## config.mk

```make
export PLATFORM = sky130hd
export DESIGN_NAME = mul_req_scheduler
export DESIGN_NICKNAME = d
export VERILOG_FILES = /design/src/rtl/mul_req_scheduler.sv
export SDC_FILE = /design/constraint.sdc
export NUM_CORES = 1
export LEC_CHECK = 0
export BUFFER_PORTS_ARGS = -buffer_cell sky130_fd_sc_hd__buf_2
export CAP_MARGIN = 10
export CORE_MARGIN = 2
export CORE_UTILIZATION = 51
export CTS_BUF_LIST = sky130_fd_sc_hd__clkbuf_8
export CTS_CLUSTER_SIZE = 16
export DETAILED_ROUTE_END_ITERATION = 10
export GPL_ROUTABILITY_DRIVEN = 0
export PLACE_DENSITY = 0.87
export SLEW_MARGIN = 20
export SYNTH_ARGS = -nofsm -noshare
export SYNTH_HDL_FRONTEND = slang
export SYNTH_SLANG_ARGS = --single-unit
```

## constraint.sdc

```tcl
create_clock -name clk -period 3.7 [get_ports clk]
set_clock_uncertainty 0.15 [all_clocks]
set_input_delay 0.185 -clock clk [delete_from_list [all_inputs] [get_ports clk]]
set_output_delay 0.185 -clock clk [all_outputs]
set_load 0.05 [all_outputs]
```

## src/rtl/mul_req_scheduler.sv

```systemverilog
// Round-robin front end that shares one iterative multiplier core between NREQ requesters
// and returns each tagged product, or a timeout error, on a single valid/ready channel.
module mul_req_scheduler #(
    parameter int NREQ    = 4,
    parameter int W       = 8,
    parameter int TIMEOUT = 15
) (
    input  logic                clk,
    input  logic                areset,
    input  logic [NREQ-1:0]     req_valid,
    output logic [NREQ-1:0]     req_ready,
    input  logic [NREQ*W-1:0]   req_a,
    input  logic [NREQ*W-1:0]   req_b,
    output logic                rsp_valid,
    input  logic                rsp_ready,
    output logic [2:0]          rsp_id,
    output logic [2*W-1:0]      rsp_product,
    output logic                rsp_err,
    output logic                core_load,
    output logic [W-1:0]        core_a,
    output logic [W-1:0]        core_b,
    input  logic                core_done,
    input  logic [2*W-1:0]      core_product
);

    localparam int IW = (NREQ > 1) ? $clog2(NREQ) : 1;
    localparam int TW = $clog2(TIMEOUT + 1);

    typedef enum logic [1:0] {IDLE, LOAD, WAIT, RESP} state_t;

    state_t          state, state_next;
    logic [IW-1:0]   rr_ptr;
    logic [IW-1:0]   id_reg;
    logic [W-1:0]    a_reg, b_reg;
    logic [TW-1:0]   timer;
    logic [2*W-1:0]  product_reg;
    logic            err_reg;

    logic            grant_found, hi_found;
    logic [IW-1:0]   grant_idx, hi_idx, lo_idx;
    logic [W-1:0]    grant_a, grant_b;
    logic            timer_expired;

    // Priority starts just above rr_ptr: the lowest valid index above it wins,
    // otherwise wrap to the lowest valid index overall.
    always_comb begin
        // NOTE: every variable gets a default before any branch so no latch is inferred.
        hi_found    = 1'b0;
        hi_idx      = '0;
        grant_found = 1'b0;
        lo_idx      = '0;
        for (int i = NREQ - 1; i >= 0; i--) begin
            if (req_valid[i]) begin
                if (IW'(i) > rr_ptr) begin
                    hi_found = 1'b1;
                    hi_idx   = IW'(i);
                end
                grant_found = 1'b1;
                lo_idx      = IW'(i);
            end
        end
        grant_idx = hi_found ? hi_idx : lo_idx;
    end

    assign grant_a       = req_a[int'(grant_idx) * W +: W];
    assign grant_b       = req_b[int'(grant_idx) * W +: W];
    assign timer_expired = (timer == TW'(TIMEOUT - 1));

    always_comb begin
        req_ready = '0;
        if (state == IDLE && grant_found)
            req_ready[grant_idx] = 1'b1;
    end

    always_comb begin
        state_next = state;
        case (state)
            IDLE: if (grant_found)
                      state_next = (grant_a == '0 || grant_b == '0) ? RESP : LOAD;
            LOAD: state_next = WAIT;
            WAIT: if (core_done || timer_expired)
                      state_next = RESP;
            RESP: if (rsp_ready)
                      state_next = IDLE;
            default: state_next = IDLE;
        endcase
    end

    always_ff @(posedge clk) begin
        // NOTE: sequential state always uses non-blocking assignment so every flop
        // samples pre-edge values regardless of block ordering.
        if (areset)
            state <= IDLE;
        else
            state <= state_next;
    end

    always_ff @(posedge clk) begin
        if (areset) begin
            rr_ptr      <= IW'(NREQ - 1);
            id_reg      <= '0;
            a_reg       <= '0;
            b_reg       <= '0;
            timer       <= '0;
            product_reg <= '0;
            err_reg     <= 1'b0;
        end else begin
            case (state)
                IDLE: if (grant_found) begin
                    a_reg       <= grant_a;
                    b_reg       <= grant_b;
                    id_reg      <= grant_idx;
                    product_reg <= '0;
                    err_reg     <= 1'b0;
                end
                LOAD: timer <= '0;
                WAIT: begin
                    timer <= timer + TW'(1);
                    // A done arriving on the expiry cycle still wins over the abort.
                    if (core_done) begin
                        product_reg <= core_product;
                        err_reg     <= 1'b0;
                    end else if (timer_expired) begin
                        product_reg <= '0;
                        err_reg     <= 1'b1;
                    end
                end
                RESP: if (rsp_ready)
                    rr_ptr <= id_reg;
                default: ;
            endcase
        end
    end

    assign rsp_valid   = (state == RESP);
    assign core_load   = (state == LOAD);
    assign core_a      = a_reg;
    assign core_b      = b_reg;
    assign rsp_id      = 3'(id_reg);
    assign rsp_product = product_reg;
    assign rsp_err     = err_reg;

endmodule

```

==> flow_summary.toml <==
[logic_synthesis]
syn-cell-area_um2 = 2549
synth_cell_types = 50
synthCells = 333
synth-async-reset-ratio_pct = 0
synthFlopType = "dfxtp_1"
ys_seq_elements = 43
syn_avg_cell_area_um2 = 7.654
synth_seq_area_share_pct = 33.78
yosysWarnings = 0
synth_edf_count = 0
syn_nets = 427

[global_route]
grt_pass1_wl_um = 11230
grtUsageTotal_pct = 25.95
antenna_found_initial = 0
first_global_vias = 2570
gr-total-overflow = 0
grt_max_degree = 46

[cells_and_area]
largest_reg_flops = 16
area_growth_pct = 33.19
drive_above_1_share_pct = 32.68
fin_nets = 552
fin_cells = 526
insertedDiodeCount = 0

[critical_path]
critPathMaxStageDelay_ps = 570
required_ps = 3760
worstPathArrival_ps = 3010
rrSetupSlack_ps = 750
cp_slowest_cell = "or4_4"
worstSetupPathType = "register to register"
crit_path_start_kind = "register"
path_buf_inv = 0
path_cells = "and2b_1 -> o21ai_2 -> and3_4 -> mux2i_1 -> o21ai_0 -> or4_4 -> o41ai_2"
crit_path_end_kind = "register"
path_max_fanout = 33
critical_path.top_delay_family = "simple AND/OR/NAND/NOR gates"

[power]
total_power_w = 0.001452
ir_drop_mv = 0.3199
p_per_area_nw_per_um2 = 427.6
power_leakage_nw = 1.592

[detailed_routing]
wire_per_inst_um = 14.13
route.met3.wl_um = 599
drt_iter0_markers = 155
drc = 0
num_vias = 2937
postRouteAntennaNets = 0
wl_met2_um = 3681
wl_um = 7432
routed.top_layer = "met4"
vias_per_cell = 5.584
wl_met1_um = 3021
firstDrtPassIters = 4

[clock_network]
cts_tree = "built"
clock_latency_ps = 300
cts-resized-gates = 0
path_clk_slew_ps = 80
cts_buffers = 5
clock-sinks = 43
cts_max_path_buffers = 2
htree_levels = 2
ctsRootBufferMaster = "clkbuf_8"

[floorplan]
die_w_um = 74.69
die_h_um = 74.69
floorplan.rows = 25
core_um2 = 4786
die-area_um2 = 5579
pin_count = 130
initial_utilization_pct = 53.25

[sta]
tightestPinTransition_ps = 1059
finalSetupViolCount = 0
relSlewSlack_pct = 29.22
hold_violations = 0
whs_ps = 74.09
fin_crit_sh_pct = 79.66
max_freq_mhz = 339.3
finalMaxSlewViolations = 0
fin_crit_ps = 2948
setup_tns_ps = 0
rsz0062_at_grt = "false"

[worst_hold_path]
hold_class = "input port to register"

[place]
place_inst = 502
port-buffer-count = 128
hpwl_um = 5424

[status]
status = "complete, no violations"

[run]
cap_violations = 0
path summary, 6_finish.rpt:
kind / cells after the start / end / startpoint
max: 7 / state[1] / rr_ptr[0]
min: 3 / rr_ptr[0] / rsp_ready
min reg2reg: 2 / rsp_product[4] / rsp_product[4]
max reg2reg: 7 / state[1] / rr_ptr[0]
cells in the final DEF, fill, tap and decap left out, types with 2 or more instances in the layout:
cell type      instances
buf_2                128
nand2_1               53
dfxtp_1               43
a21oi_1               38
nor2_1                26
nand3_1               23
mux2i_1               16
dlygate4sd3_1         16
o21ai_0               13
o221ai_1              10
inv_1                  9
nor2b_1                6
ha_1                   6
o21bai_1               5
clkbuf_8               5
nand2b_1               4
nor3_1                 4
o21ai_1                3
a22oi_1                3
a211o_1                3
a221oi_1               3
a31o_2                 3
nand4_1                3
o221a_2                2
o21ai_2                2
a21o_1                 2
a211oi_1               2
and3_1                 2
o21a_1                 2
a311o_1                2
clkinvlp_4             2
cell type report:
cell class	instances	area, um2
flip-flops and latches	43	860.8
repair buffers	145	808.3
clock buffers	5	68.82
multi-input cells	254	1519
fillers	409	1391
well taps	67	83.83
clock inverters	3	20.02
inverters	9	33.78
cell families after synthesis:
logic type | share of synthesized area, %
AO/OA/AOI/OAI | 26.66
adder cells (fa/ha/maj) | 2.945
buffers and inverters | 6.774
flip-flops | 33.78
multiplexers | 6.284
other | 0.1471
AND/OR/NAND/NOR | 23.42
stage by stage:
stage	setup WS [ps]	utilization [%]	cell area, um2
detailed placement	774.0	65.65	3142
CTS	764.9	70.85	3391
global placement	915.8	65.65	3142
global route	567.8	70.93	3395
floorplan	717.7	-	2549
finish	752.5	70.93	3395
where the power goes:
part / leakage, nW / internal (W) / total (W) / switching (W)
Clock: 0.0402 / 0.000131 / 0.000295 / 0.000164
Sequential: 0.351 / 0.000506 / 0.000532 / 0.0000258
Combinational: 1.20 / 0.000185 / 0.000624 / 0.000439
Total: 1.59 / 0.000823 / 0.00145 / 0.000629
synthesized netlist by cell type, types with 2 or more instances:
cell type / number / share of area (%)
a221oi_1: 3 / 1.0
buf_2: 3 / 0.59
dfxtp_1: 43 / 34
buf_4: 3 / 0.88
a311o_1: 2 / 0.79
o21ai_1: 4 / 0.79
ha_1: 6 / 2.9
clkbuf_1: 15 / 2.2
buf_1: 3 / 0.44
inv_1: 9 / 1.3
a211o_1: 3 / 1.0
nand2b_1: 4 / 0.98
nor2_1: 26 / 3.8
o21a_1: 2 / 0.59
nor2b_1: 6 / 1.5
o221a_2: 2 / 0.88
and3_1: 2 / 0.49
a21oi_1: 38 / 7.5
a21o_1: 2 / 0.59
a22oi_1: 3 / 0.88
a31o_2: 3 / 1.0
nand3_1: 23 / 4.5
mux2i_1: 16 / 6.3
buf_6: 3 / 1.3
o221ai_1: 10 / 3.4
a211oi_1: 2 / 0.59
nor3_1: 4 / 0.79
o21bai_1: 5 / 1.5
nand4_1: 3 / 0.74
o21ai_0: 13 / 2.6
nand2_1: 53 / 7.8
tightest hold or removal path, stage by stage:
cell,delay (ps)
buf_2,120
nand2_1,80
a211o_1,120
timing repair:
item,4_1_cts,5_1_grt
setup buffers,0,0
hold buffers,16,0
hold endpoints to repair,16,0
routing by layer:
layer,up-vias,track usage (%)
li1,1443,-
met1,1352,31.69
met2,129,46.12
met4,0,8.730
met3,13,4.685
met5,-,0
(Power assumes the default switching activity.)
